--- src/rtl/jk_excitation_sequencer.sv ---
// jk_excitation_sequencer
//   Drives a bank of external JK flip-flops so that the bank moves to a
//   requested target state. Keeps a shadow copy of the bank state, derives
//   J/K per bit from the excitation table, strobes the bank once, waits
//   SETTLE cycles and then checks the read-back Q outputs against the shadow.
//   A mismatch raises a sticky error, bumps a saturating counter and
//   resynchronises the shadow to what the bank actually holds.
//
// Ports
//   CLK, RST_N   clock, asynchronous active-low reset
//   TGT          requested next bank state, qualified by TGT_VALID
//   TGT_READY    high only while idle; accept = TGT_VALID & TGT_READY
//   Q_FB         Q outputs read back from the bank
//   ERR_CLR      synchronous clear of ERR / MISCNT
//   J, K, JK_EN  registered drive, valid for the single strobe cycle
//   SHADOW       modelled bank state
//   ERR, MISCNT  sticky mismatch flag, saturating mismatch count
module jk_excitation_sequencer #(
   parameter int unsigned       WIDTH     = 8,
   parameter int unsigned       SETTLE    = 2,
   parameter logic              XFILL     = 1'b0,
   parameter logic [WIDTH-1:0]  RESET_VAL = '0
) (
   input  logic             CLK,
   input  logic             RST_N,
   input  logic [WIDTH-1:0] TGT,
   input  logic             TGT_VALID,
   output logic             TGT_READY,
   input  logic [WIDTH-1:0] Q_FB,
   input  logic             ERR_CLR,
   output logic [WIDTH-1:0] J,
   output logic [WIDTH-1:0] K,
   output logic             JK_EN,
   output logic [WIDTH-1:0] SHADOW,
   output logic             ERR,
   output logic [7:0]       MISCNT
);

   typedef enum logic [1:0] {IDLE, DRIVE, WAIT, CHECK} state_t;

   // Last WAIT count value; unused when SETTLE is 0 because WAIT is skipped.
   localparam logic [3:0] WAIT_LAST = (SETTLE == 0) ? 4'd0 : 4'(SETTLE - 1);

   state_t           state, state_nxt;
   logic [3:0]       wait_cnt;
   logic [WIDTH-1:0] tgt_q;
   logic [WIDTH-1:0] j_nxt, k_nxt;
   logic             accept, mismatch;

   assign TGT_READY = (state == IDLE);
   assign accept    = TGT_READY & TGT_VALID;
   assign mismatch  = (state == CHECK) && (Q_FB != SHADOW);

   // Excitation table: a bit currently 0 only needs J (K free), a bit
   // currently 1 only needs K (J free); free inputs take XFILL.
   assign j_nxt = (~SHADOW & TGT)  | (SHADOW  & {WIDTH{XFILL}});
   assign k_nxt = (SHADOW  & ~TGT) | (~SHADOW & {WIDTH{XFILL}});

   always_ff @(posedge CLK or negedge RST_N) begin
      if (!RST_N) state <= IDLE;
      else        state <= state_nxt;
   end

   always_comb begin
      state_nxt = state;
      case (state)
         IDLE:    if (TGT_VALID) state_nxt = DRIVE;
         DRIVE:   state_nxt = (SETTLE == 0) ? CHECK : WAIT;
         WAIT:    if (wait_cnt == WAIT_LAST) state_nxt = CHECK;
         CHECK:   state_nxt = IDLE;
         default: state_nxt = IDLE;
      endcase
   end

   always_ff @(posedge CLK or negedge RST_N) begin
      if (!RST_N) wait_cnt <= '0;
      else if (state == WAIT) wait_cnt <= wait_cnt + 4'd1;
      else wait_cnt <= '0;
   end

   // J/K/JK_EN are loaded on accept so they are valid exactly during DRIVE,
   // and fall back to zero on the following edge.
   always_ff @(posedge CLK or negedge RST_N) begin
      if (!RST_N) begin
         tgt_q <= RESET_VAL;
         J     <= '0;
         K     <= '0;
         JK_EN <= 1'b0;
      end else begin
         J     <= '0;
         K     <= '0;
         JK_EN <= 1'b0;
         if (accept) begin
            tgt_q <= TGT;
            J     <= j_nxt;
            K     <= k_nxt;
            JK_EN <= 1'b1;
         end
      end
   end

   // A mismatch outranks ERR_CLR: the clear is applied first, then the new
   // mismatch is recorded, leaving ERR=1 and MISCNT=1.
   always_ff @(posedge CLK or negedge RST_N) begin
      if (!RST_N) begin
         SHADOW <= RESET_VAL;
         ERR    <= 1'b0;
         MISCNT <= '0;
      end else begin
         if (state == DRIVE) SHADOW <= tgt_q;
         if (mismatch) begin
            SHADOW <= Q_FB;
            ERR    <= 1'b1;
            if (ERR_CLR)               MISCNT <= 8'd1;
            else if (MISCNT != 8'hFF)  MISCNT <= MISCNT + 8'd1;
         end else if (ERR_CLR) begin
            ERR    <= 1'b0;
            MISCNT <= '0;
         end
      end
   end

endmodule
--- config.mk ---
export PLATFORM = sky130hd
export DESIGN_NAME = jk_excitation_sequencer
export DESIGN_NICKNAME = d
export VERILOG_FILES = /design/src/rtl/jk_excitation_sequencer.sv
export SDC_FILE = /design/constraint.sdc
export NUM_CORES = 1
export LEC_CHECK = 0
export ABC_CLOCK_PERIOD_IN_PS = 4400
export BUFFER_PORTS_ARGS = -buffer_cell sky130_fd_sc_hd__buf_4
export CAP_MARGIN = 10
export CORE_UTILIZATION = 56
export DETAILED_ROUTE_END_ITERATION = 7
export PLACE_DENSITY = 0.92
export SLEW_MARGIN = 15
export SYNTH_ARGS = -nofsm -noshare
export SYNTH_HDL_FRONTEND = slang
export SYNTH_SLANG_ARGS = --single-unit
--- constraint.sdc ---
create_clock -name CLK -period 4.4 [get_ports CLK]
set_input_delay 0.22 -clock CLK [delete_from_list [all_inputs] [get_ports CLK]]
set_output_delay 0.22 -clock CLK [all_outputs]
set_load 0.05 [all_outputs]
# == After elaboration in Yosys (flattened, before gate mapping) ==
# Cells that the tools add are included.
# classes
addsub,2
eq_ne,8
muxes,15
n_bitwise,5
reduce_logical,7
# op_table
cell,n
2-to-1 mux 8 bit,8
bitwise AND 8 bit,2
inverter 8 bit,2
"adder 8 x 1 -> 8 bit, second input constant",1
inequality test 8 bit,1
"inequality test 8 bit, second input constant",1
one-hot mux 2 bit (4 select lines),1
nonzero test 2 bit,3
"adder 4 x 1 -> 4 bit, second input constant",1
"== test 2 bit, second input constant",2
"== test 4 x 1 -> 1 bit, second input constant",1
2-to-1 mux 2 bit,2
2-to-1 mux 4 bit,1
"inequality test 2 bit, second input constant",2
AND reduction 2 bit,2
2-to-1 mux 1 bit,3
"== test 2 x 1 -> 1 bit, second input constant",1
zero test 2 bit,1
bitwise AND 1 bit,1
logical AND 1 bit,1
# totals
ff_bits,48
in_bits,20
out_inout_bits,35

# == Logic depth before layout (Yosys ltp) ==
# Gate-level depths: netlist of the first run.
# depth
ltp_word,4
ltp_mapped,6
mapped_depth_nobuf,6

# == Least setup slack after synthesis of the first run ==
# Ideal clock, no wire load.
# synth_path
kind,register -> register
start,reg MISCNT[0]
end,reg MISCNT[5]
setup_ns,0.128
t_arrival_ns,1.827
required_time_ns,4.272
setup_slack_ns,2.445
path_stages_with_launch,6
n_path_buf,0
cell_sequence,dfrtp_1 -> ha_1 -> inv_1 -> nor4_4 -> nor4_1 -> mux2_1
# synth_between
elab_chain_len,4
elab_cells_between_ends,7
# synth_rtl
element,line_no,rtl
from (decl),36,output logic [7:0] MISCNT
from (signal assigned),115,else if (MISCNT != 8'hFF) MISCNT <= MISCNT + 8'd1;
adder 8 x 1 -> 8 bit,115,
2-to-1 mux 8 bit,115,
2-to-1 mux 8 bit,114,if (ERR_CLR) MISCNT <= 8'd1;
2-to-1 mux 8 bit,111,if (mismatch) begin
# Parallel ways exist; a longest one is shown, timed or not. The select of a mux whose other input is x is not followed.
# A chain may end at the register's enable or synchronous reset.

# == Worst setup path after layout of the first run ==
# layout_path
start,reg SHADOW[2]
end,reg MISCNT[5]
# layout_between
elab_chain_len,4
elab_cells_between_ends,5
# layout_rtl
element,line_no,rtl
from (decl),34,"output logic [WIDTH-1:0] SHADOW,"
from (signal assigned),110,if (state == DRIVE) SHADOW <= tgt_q;
inequality test 8 bit *,52,assign mismatch = (state == CHECK) && (Q_FB != SHADOW);
logical AND 1 bit *,52,
nonzero test 2 bit (no source line),--,
AND reduction 2 bit (no source line),--,
# Mark *: on every way between the ends. The rest lies on a longest branch, timed or not.

==> key figures, run 1 <==
Run status
  – Outcome: complete, no violations

Die
  – Die boundary height: 63.9 microns
  – Die footprint: 4090 sq um
  – Initial Util: 58.7%
  – Top-Level Pins: 55
  – Core area: around 3700 sq um
  – Cell Rows: 22
  – Die Wd: 63.9 microns

GRT
  – First-pass GRT wire length: 7.10 mm
  – Vias in the first global route: 1523
  – GRT Total Usage: 22.9%
  – GR Overflow Total: 0
  – Initial antenna violation count: 0
  – Largest net degree at the start of global routing: 49

Synthesis
  – EDFF count, synth: 0
  – Compound-gate portion of the synthesized area: under 10%
  – Post-Syn Area: 2150 sq um
  – Register area share after synthesis: 55.9%
  – Ys async rst share: between 90% and 100%
  – Simple-gate share of the synthesized area: roughly 17%
  – Leading post-synthesis cells by cell area: dfrtp_1 (56%), nor3b_1 (5.6%), mux2i_1 (4.2%)
  – Cell taking the most area after synthesis: dfrtp_1
  – Leading cell type by number of instances after synthesis: dfrtp_1
  – Main combinational cell family by area after synthesis: simple AND/OR/NAND/NOR gates
  – Post-synth top cells: dfrtp_1 (48), nor2_1 (16), nor3b_1 (16), a21oi_1 (12), inv_1 (11)
  – Post-Syn Area per Cell: between 10 and 15 sq um
  – Synth unique cells: 34
  – Gate Count Post-Synth: about 180
  – Post-synthesis adder-cell area fraction: 4.08%
  – Mux cell area share after synthesis: 9.44%
  – Syn_nets: 210
  – Synth Area in XOR/XNOR: 4.08%
  – Yosys warning total: 0
  – #FFs+latches synth: 48
  – Most used DFF post-synth: dfrtp_1
  – Top cell type's share of synthesized area: a little under three fifths

Min path
  – Worst min path class: primary input to flip-flop

Pwr
  – Power Dens Cells: 643 nW/um^2
  – Worst vdd ir: approximately 430 uV
  – P_leak: around 1.3 nW

Drt
  – # DRC: 0
  – Routed wire length: 4.15 mm
  – DR pass1 iterations: 6
  – Vias per cell: approximately 5.5
  – Wirelength per Cell: 14.5 microns
  – DR vias: 1578
  – 1st-iter DRT viols: 99
  – Post-route ant nets: 0

Setup path
  – FF-to-FF setup slack: 2.24 ns
  – WS Path Type: flip-flop to flip-flop
  – Critical path destination: MISCNT[5]$_DFFE_PN0P_
  – Reg2Reg Depth: 5
  – Reg2reg end: MISCNT[5]$_DFFE_PN0P_
  – Crit Path Max Fanout: 23
  – Worst r2r src: SHADOW[2]$_DFFE_PN0P_
  – Crit path from: SHADOW[2]$_DFFE_PN0P_
  – Required time worst endpoint: 4.59 ns
  – Critical path arrival: 2.35 ns
  – CP startpoint kind: flip-flop
  – Crit end category: flip-flop

Clock network
  – Clock latency at the later pin of the worst-skew pair: 0.30 ns
  – Clk buf depth: 2
  – Num CTS Buffers: 5
  – CTS tree: built
  – Worst-path clk slew: around 0.080 ns
  – CTS root buf: clkbuf_8
  – # H-tree levels: 2
  – Clock Sinks: 48

Placed design
  – Pre-CTS WS: 2.27 ns
  – HPWL Detailed: ~2.9 mm
  – Gp weighted congestion: 0.770
  – Number of port buffers: 54

STA
  – Worst slew margin: between 40 and 50%
  – RSZ-0062 raised after global routing: false
  – Setup TNS: 0 ns
  – Worst-Margin Slew: 0.875 ns
  – Clk_skew: 0.00367 ns
  – Final setup viols: 0
  – Final WS setup: about 2.2 ns
  – Fin crit period: 2.16 ns
  – Final critical-path share of the clock period: 49.1%
  – Hold Vio Cnt, Final: 0
  – Slew Viols, Final: 0
  – Max frequency: 463 MHz

Flow run
  – Max cap viols: 0

Layout
  – Fillers: 262
  – Area growth, synth to finish: 24.8%
  – Post-layout util: 73.2%
  – Post-layout nets: 266
  – Layout cells sized above 1: around a third
  – Diode count: 0
-- layout make-up --
type	instances	area [sq um]	area share [%]
flip-flops and latches	48	1200	44.8
multi-input cells	118	881	32.9
repair buffers	55	415	15.5
clock buffers	5	68.8	2.57
well taps	48	60.1	2.24
inverters	11	41.3	1.54
clock inverters	2	12.5	0.467
-- stage by stage --
step | power [mW] | hold slack, ns | cells | instance area, sq um
floorplan | 1.26 | -0.0756 | 183 | 2150
global placement | 1.45 | 0.262 | 279 | 2590
detailed placement | 1.48 | 0.265 | 279 | 2590
CTS | 1.73 | 0.0712 | 287 | 2680
global route | 1.83 | 0.0689 | 287 | 2680
finish | 1.72 | 0.0775 | 287 | 2680
-- cell families (layout without fill, tap and decap cells) --
| group | after synthesis | after routing |
|---|---|---|
| XOR/XNOR | 10 | 10 |
| buffers and inverters | 17 | 73 |
| multiplexers | 19 | 19 |
| AO/OA/AOI/OAI | 23 | 23 |
| flip-flops | 48 | 48 |
| adder cells (fa/ha/maj) | 7 | 7 |
| AND/OR/NAND/NOR | 59 | 59 |
-- cell usage in the layout, fill, tap and decap left out, drive strengths merged, types with 3 or more instances in the layout --
master,synthesis,routed
dfrtp,48,48
ha,7,7
xnor2,9,9
a21oi,12,12
inv,11,11
nor3b,16,16
mux2i,9,9
nor4,4,4
o21ai,4,4
nand3,3,3
nor2b,4,4
buf,3,54
nor2,16,16
mux2,10,10
nand4,3,3
clkbuf,3,5
nand2,8,8
-- worst min path at each step --
stage / startpoint / endpoint / slack (ns) / cells after the start
after global placement: RST_N / J[4]$_DFF_PN0_ / 0.26 / 1
after global routing: TGT[6] / K[6]$_DFF_PN0_ / 0.07 / 2
after floorplan: RST_N / ERR$_DFFE_PN0P_ / -0.08 / 0
after detailed placement: RST_N / J[4]$_DFF_PN0_ / 0.26 / 1
final: TGT[6] / K[6]$_DFF_PN0_ / 0.08 / 2
after CTS: TGT[6] / K[6]$_DFF_PN0_ / 0.07 / 2
-- power breakdown --
group          internal, mW  leakage, nW  switching [mW]
Combinational         0.298        0.614           0.504
Sequential            0.566        0.622           0.106
Clock                 0.108       0.0400           0.140
Total                 0.972         1.28           0.750
-- critical path, cell delays in order (launching register included) --
cell and delay (ns):
dfrtp_1 0.43, xnor2_1 0.24, nand4_2 0.16, o21ai_2 0.70, nor4_1 0.17, mux2_1 0.35
-- layer usage --
layer | share of wire, % | vias up | global-route usage (%) | routed length [microns]
li1 | - | 743 | - | -
met1 | 44 | 786 | 30.2 | 1830
met2 | 50 | 40 | 36.7 | 2070
met3 | 3.8 | 9 | 3.93 | 158
met4 | 2.3 | 0 | 11.1 | 95
met5 | 0 | - | 0 | 0
-- registers in the layout, indices dropped and copies added, names as in the netlist --
register,count
MISCNT,8
J,8
ERR,1
SHADOW,8
wait_cnt,4
JK_EN,1
K,8
state,2
tgt_q,8
-- repair_timing --
action | in CTS | in global routing
resized for setup | 0 | 0
endpoints found under the hold margin | 48 | 0
hold buffers | 1 | 0
buffers inserted | 0 | 0
endpoints found under the setup margin | 0 | 0
(Power assumes the default switching activity.)
==> run 2: changes to the inputs <==
- ABC_CLOCK_PERIOD_IN_PS: 4400 -> 2100
- CORE_UTILIZATION: 56 -> 52
- PLACE_DENSITY: 0.92 -> 0.87
- clock period: 4.4 -> 2.1 ns (I/O delays scaled with it)
==> run 2 against run 1 <==
Worst hold slack worse by 0.033 ns. Critical endpoint unchanged. First-iteration DRC count fell by 6.1%. Die area increased by 7.5%. Highest routed layer unchanged. Largest cell class unchanged.
==> key figures, run 2 (synthesis results as in run 1) <==
Drt
  – Wirelength per Cell: 14.2 microns
  – 1st-iter DRT viols: 93
  – DR vias: 1547
  – Routed wire length: 4.23 mm
  – DR pass1 iterations: 4
  – Post-route ant nets: 0
  – # DRC: 0
  – Vias per cell: 5.21

Clock network
  – # H-tree levels: 2
  – Clock latency at the later pin of the worst-skew pair: approximately 0.30 ns
  – Worst-path clk slew: approximately 0.08 ns
  – Resized cells post-CTS: 0
  – Clock Sinks: 48
  – CTS tree: built
  – Clk buf depth: 2
  – CTS root buf: clkbuf_8
  – Num CTS Buffers: 5

Pwr
  – Internal Power: approximately 2 mW
  – Clock network power share: ~14%
  – Sw Ratio: between 40% and 50%
  – Switching power: 1.57 mW
  – Comb pwr share: 47.0%
  – Power Total: 3.63 mW
  – Worst vdd ir: 795 uV
  – P_leak: between 1 and 1.5 nW
  – Sequential Power Share: 38.7%
  – Power Dens Cells: approximately 1300 nW/um^2

STA
  – Fin crit period: 1.78 ns
  – Slew Viols, Final: 0
  – Final WS setup: between 0.3 and 0.4 ns
  – Clk_skew: 0.00721 ns
  – Worst Hold Slack: 0.0445 ns
  – RSZ-0062 raised after global routing: false
  – Hold Vio Cnt, Final: 0
  – Setup TNS: 0 ns
  – Worst-Margin Slew: between 0.5 and 0.6 ns
  – Final critical-path share of the clock period: 84.5%
  – Max frequency: around 560 MHz
  – Worst slew margin: 61.2%
  – Final setup viols: 0

Setup path
  – CP max stage cell: nor4_4
  – Required time worst endpoint: between 2 and 2.5 ns
  – Crit end category: flip-flop
  – Crit Path Max Fanout: 9
  – Critical path arrival: 1.96 ns
  – CP max stage delay: 0.48 ns
  – WS Path Type: flip-flop to flip-flop
  – CP cell instances: ha_1, inv_1, nor4_4, nor4_1, mux2_1
  – Reg2Reg Depth: 5
  – CP startpoint kind: flip-flop

Layout
  – Layout cells sized above 1: 30.9%
  – Most common cell after layout, fill and taps aside: buf_4
  – Non-Filler Instances: between 200 and 300
  – Most frequent cells in the layout: buf_4 (56), dfrtp_1 (48), nor3b_1 (16), nor2_1 (16), a21oi_1 (12)
  – Diode count: 0
  – Area growth, synth to finish: 29.2%
  – Post-layout nets: 276

Run status
  – Outcome: complete, no violations

GRT
  – GRT Total Usage: a little over a fifth
  – Largest net degree at the start of global routing: around 50
  – Initial antenna violation count: 0
  – Vias in the first global route: 1504
  – GR Overflow Total: 0
  – First-pass GRT wire length: 7.02 mm

Min path
  – Worst min path class: primary input to flip-flop
  – Hold Path Stages: 2

Placed design
  – Gp weighted congestion: 0.868
  – Dpl cells: 281
  – Number of port buffers: 54
  – HPWL Detailed: 2.96 mm
  – Pre-CTS WS: roughly 0.37 ns

Die
  – Die footprint: 4390 sq um
  – Die Wd: 66.3 microns
  – Die boundary height: 66.3 microns
  – Top-Level Pins: 55
  – Core area: 3800 sq um
  – Cell Rows: 22
  – Initial Util: 56.6%

Flow run
  – Max cap viols: 0
run 2: cell types whose count changed in the layout (fill, tap and decap cells not counted), sizes merged:
| cell | change |
|---|---|
| buf | +2 |
| dlygate4sd3 | +8 |
run 2: layout make-up:
type | instances | area (sq um)
multi-input cells | 118 | 881
flip-flops and latches | 48 | 1200
fillers | 282 | 1020
clock buffers | 5 | 68.8
inverters | 11 | 41.3
clock inverters | 2 | 12.5
well taps | 48 | 60.1
repair buffers | 65 | 510
run 2: path summary, 6_finish.rpt:
path,from,slack (ns),end
worst max-delay path,MISCNT[0]$_DFFE_PN0P_,0.32,MISCNT[5]$_DFFE_PN0P_
worst min-delay path,ERR_CLR,0.04,MISCNT[3]$_DFFE_PN0P_
worst max register to register,MISCNT[0]$_DFFE_PN0P_,0.32,MISCNT[5]$_DFFE_PN0P_
worst min register to register,wait_cnt[0]$_DFF_PN0_,0.51,wait_cnt[0]$_DFF_PN0_
max in group asynchronous,RST_N,1.36,tgt_q[3]$_DFFE_PN0P_
min in group asynchronous,RST_N,0.35,K[2]$_DFF_PN0_
run 2: what timing repair did:
item                                   CTS  global route
setup endpoints to repair                0             0
hold buffers                             9             0
buffers inserted                         0             0
endpoints found under the hold margin   56             0
run 2: critical path: cells and delay by family, from the launching register on:
kind | cells | cell delay [ns]
AND/OR/NAND/NOR | 2 | 0.59
flip-flops | 1 | 0.44
multiplexers | 1 | 0.33
buffers and inverters | 1 | 0.09
adder cells (fa/ha/maj) | 1 | 0.21
run 2: per-stage QoR:
step	instance area, sq um	util, %
after floorplan	2150	-
after global placement	2600	68.5
after detailed placement	2600	68.5
after CTS	2780	73.1
after global routing	2780	73.1
final	2780	73.1
run 2: layer usage:
| metal | routed length, microns | vias to the layer above | global-route usage (%) |
|---|---|---|---|
| met5 | 0 | - | 0 |
| met4 | 51 | 0 | 5.59 |
| met3 | 220 | 5 | 6.03 |
| met2 | 2080 | 49 | 36.1 |
| met1 | 1880 | 731 | 27.4 |
| li1 | - | 762 | - |
run 2: power groups by stage:
stage          Combinational [mW]  Sequential (mW)  Clock [mW]
6_report                     1.71             1.41       0.516
5_1_grt                      1.83             1.44       0.568
3_3_place_gp                 1.67             1.40           0
2_1_floorplan               0.750             1.88           0
4_1_cts                      1.72             1.40       0.525
3_5_place_dp                 1.69             1.42           0
==> run 3: changes to the inputs <==
- ABC_AREA: not set -> 1
- ABC_CLOCK_PERIOD_IN_PS: 2100 -> 1600
- CORE_UTILIZATION: 52 -> 48
- PLACE_DENSITY: 0.87 -> 0.84
- clock period: 2.1 -> 1.6 ns (I/O delays scaled with it)
==> run 3 against run 2 <==
Sequential share of layout area decreased by 3.5 points. First-iteration DRC count increased by 67%. Wire length increased by 22%. Cell area increased by 9.0%. Core utilization decreased by 4.5 points. Area after synthesis increased by 4.7%. Synthesized cell count increased by 45%. Clock-buffer cell count increased by 2. Cell count increased by 33%. Sequential power increased by 29%. Clock power increased by 86%. Register-to-register slack got worse by 0.28 ns.
==> key figures, run 3 <==
Synthesis
  – Syn_nets: a little under 300
  – Leading cell type by number of instances after synthesis: nand2_1
  – Most used DFF post-synth: dfrtp_1
  – Yosys warning total: 0
  – Gate Count Post-Synth: 266
  – #FFs+latches synth: 48
  – Main combinational cell family by area after synthesis: simple AND/OR/NAND/NOR gates
  – Simple-gate share of the synthesized area: 29.5%
  – Post-synthesis adder-cell area fraction: between 3 and 4%
  – Cell taking the most area after synthesis: dfrtp_1
  – Leading post-synthesis cells by cell area: dfrtp_1 (53%), nand2_1 (14%), nand3_1 (8.5%)
  – Synth Area in XOR/XNOR: 3.12%
  – Post-synth top cells: nand2_1 (83), dfrtp_1 (48), nand3_1 (38), inv_1 (30), nor2_1 (21)
  – Register area share after synthesis: 53.4%
  – Synth unique cells: 25
  – Mux cell area share after synthesis: 0%
  – Post-Syn Area per Cell: about 8.5 sq um
  – EDFF count, synth: 0
  – Ys async rst share: between 90% and 100%
  – Top cell type's share of synthesized area: 53.4%
  – Compound-gate portion of the synthesized area: under 10%
  – Post-Syn Area: 2250 sq um

Drt
  – DR vias: 1992
  – Vias per cell: roughly 5
  – Routed wire length: 5.15 mm
  – # DRC: 0
  – Post-route ant nets: 0
  – 1st-iter DRT viols: 155
  – DR pass1 iterations: 4
  – Wirelength per Cell: 13.1 microns

Setup path
  – Critical path arrival: 1.74 ns
  – Worst r2r src: SHADOW[6]$_DFFE_PN0P_
  – WS Path Type: flip-flop to flip-flop
  – Reg2Reg Depth: 7
  – Required time worst endpoint: ~1.8 ns
  – Critical path destination: SHADOW[2]$_DFFE_PN0P_
  – Crit path from: SHADOW[6]$_DFFE_PN0P_
  – Crit Path Max Fanout: 8
  – Crit end category: flip-flop
  – CP startpoint kind: flip-flop
  – FF-to-FF setup slack: 0.04 ns
  – Reg2reg end: SHADOW[2]$_DFFE_PN0P_

STA
  – Hold Vio Cnt, Final: 0
  – Final critical-path share of the clock period: 97.5%
  – Slew Viols, Final: 0
  – Fin crit period: between 1.5 and 2 ns
  – Worst slew margin: about 60%
  – Final setup viols: 0
  – Setup TNS: 0 ns
  – Clk_skew: slightly above 0.008 ns
  – Max frequency: 641 MHz
  – Worst-Margin Slew: 0.604 ns

GRT
  – First-pass GRT wire length: 8.25 mm
  – Largest net degree at the start of global routing: 49
  – GRT Total Usage: between 20% and 30%
  – GR Overflow Total: 0
  – Initial antenna violation count: 0
  – Vias in the first global route: 1843

Layout
  – Diode count: 0
  – Layout cells sized above 1: 24.9%
  – Most frequent cells in the layout: nand2_1 (83), buf_4 (66), dfrtp_1 (46), nand3_1 (38), inv_1 (30)
  – Most common cell after layout, fill and taps aside: nand2_1
  – Post-layout nets: 368
  – Post-route cell area: 3030 sq um
  – Area growth, synth to finish: 34.6%

Clock network
  – CTS root buf: clkbuf_8
  – CTS tree: built
  – Clk buf depth: 2
  – Clock Sinks: 48
  – # H-tree levels: 2
  – Worst-path clk slew: 0.09 ns
  – Num CTS Buffers: 5
  – Clock latency at the later pin of the worst-skew pair: 0.30 ns

Pwr
  – Worst vdd ir: 1260 uV
  – Power Dens Cells: around 1700 nW/um^2
  – P_leak: 1.69 nW

Min path
  – Worst min path class: primary input to flip-flop

Run status
  – Outcome: complete, no violations

Die
  – Cell Rows: 24
  – Initial Util: between 50% and 60%
  – Die boundary height: roughly 70 microns
  – Die Wd: 70.4 microns
  – Die footprint: 4960 sq um
  – Core area: 4410 sq um
  – Top-Level Pins: 55

Flow run
  – Max cap viols: 0

Placed design
  – Cell Area, Placed: approximately 2700 sq um
  – Number of port buffers: 54
  – HPWL Detailed: around 3.4 mm
  – Gp weighted congestion: slightly below 0.8
==> run 3: changes by cell type after synthesis, moves of 8 or more <==
cell	delta
nand3_1	+36
mux2i_1	-9
inv_1	+19
nor3b_1	-15
a21oi_1	-8
mux2_2	-8
nand2_1	+75
==> run 3: per-layer routing <==
metal	up-vias	part of all wire [%]	global-route usage (%)
li1	982	-	-
met1	930	41	26.5
met2	69	51	36.3
met3	11	6.1	5.48
met4	0	2.5	7.56
met5	-	0	0
==> run 3: cell families after synthesis <==
family	after synthesis
XOR/XNOR	8
AO/OA/AOI/OAI	10
flip-flops	48
buffers and inverters	39
adder cells (fa/ha/maj)	7
AND/OR/NAND/NOR	154
==> run 3: metrics by stage <==
| step | util, % | std cells | power [mW] | setup WS [ns] | hold WS (ns) |
|---|---|---|---|---|---|
| 2_1_floorplan | - | 266 | 3.38 | 0.0473 | -0.216 |
| 3_3_place_gp | 61.5 | 369 | 3.96 | 0.166 | 0.129 |
| 3_5_place_dp | 61.5 | 369 | 4.05 | 0.0780 | 0.130 |
| 4_1_cts | 66.4 | 386 | 5.03 | 0.0391 | 0.0394 |
| 5_1_grt | 68.5 | 394 | 5.53 | -0.0568 | 0.0357 |
| 6_report | 68.5 | 394 | 5.22 | 0.0407 | 0.0399 |
==> run 3: timing repair <==
item                       in CTS  in global routing
buffers inserted                0                  8
gates resized for setup         0                  3
hold buffers                    9                  0
setup endpoints to repair       0                  7
hold endpoints to repair       57                  0
==> run 3: area by class of cell <==
type                            instances  area, sq um
Inverter                               31          116
Sequential cell                        48         1200
Clock buffer                            7         96.3
Multi-Input combinational cell        179          908
Fill cell                             333         1390
Clock inverter                          1         30.0
Timing Repair Buffer                   76          606
Tap cell                               52         65.1
==> run 3: where the power goes <==
part / switching, mW / internal [mW] / leakage, nW / total, mW
logic: 1.57 / 0.868 / 0.991 / 2.44
registers: 0.287 / 1.54 / 0.633 / 1.82
clock network: 0.406 / 0.552 / 0.0645 / 0.958
total: 2.26 / 2.96 / 1.69 / 5.22
==> run 3: worst min-delay path by stage <==
stage | endpoint | from | cells after the start
after global placement | J[5]$_DFF_PN0_ | RST_N | 1
after global routing | SHADOW[6]$_DFFE_PN0P_ | Q_FB[6] | 3
after detailed placement | J[5]$_DFF_PN0_ | RST_N | 1
after CTS | SHADOW[3]$_DFFE_PN0P_ | Q_FB[3] | 3
final | SHADOW[3]$_DFFE_PN0P_ | Q_FB[3] | 3
after floorplan | ERR$_DFFE_PN0P_ | RST_N | 0
==> run 3: worst max-delay path, stage by stage (launching register included) <==
cell and delay (ns):
dfrtp_1 0.44, xnor2_1 0.20, nand2_1 0.09, nor2_1 0.17, nand2_2 0.16, buf_4 0.21, nand3_1 0.09, nand3_1 0.08
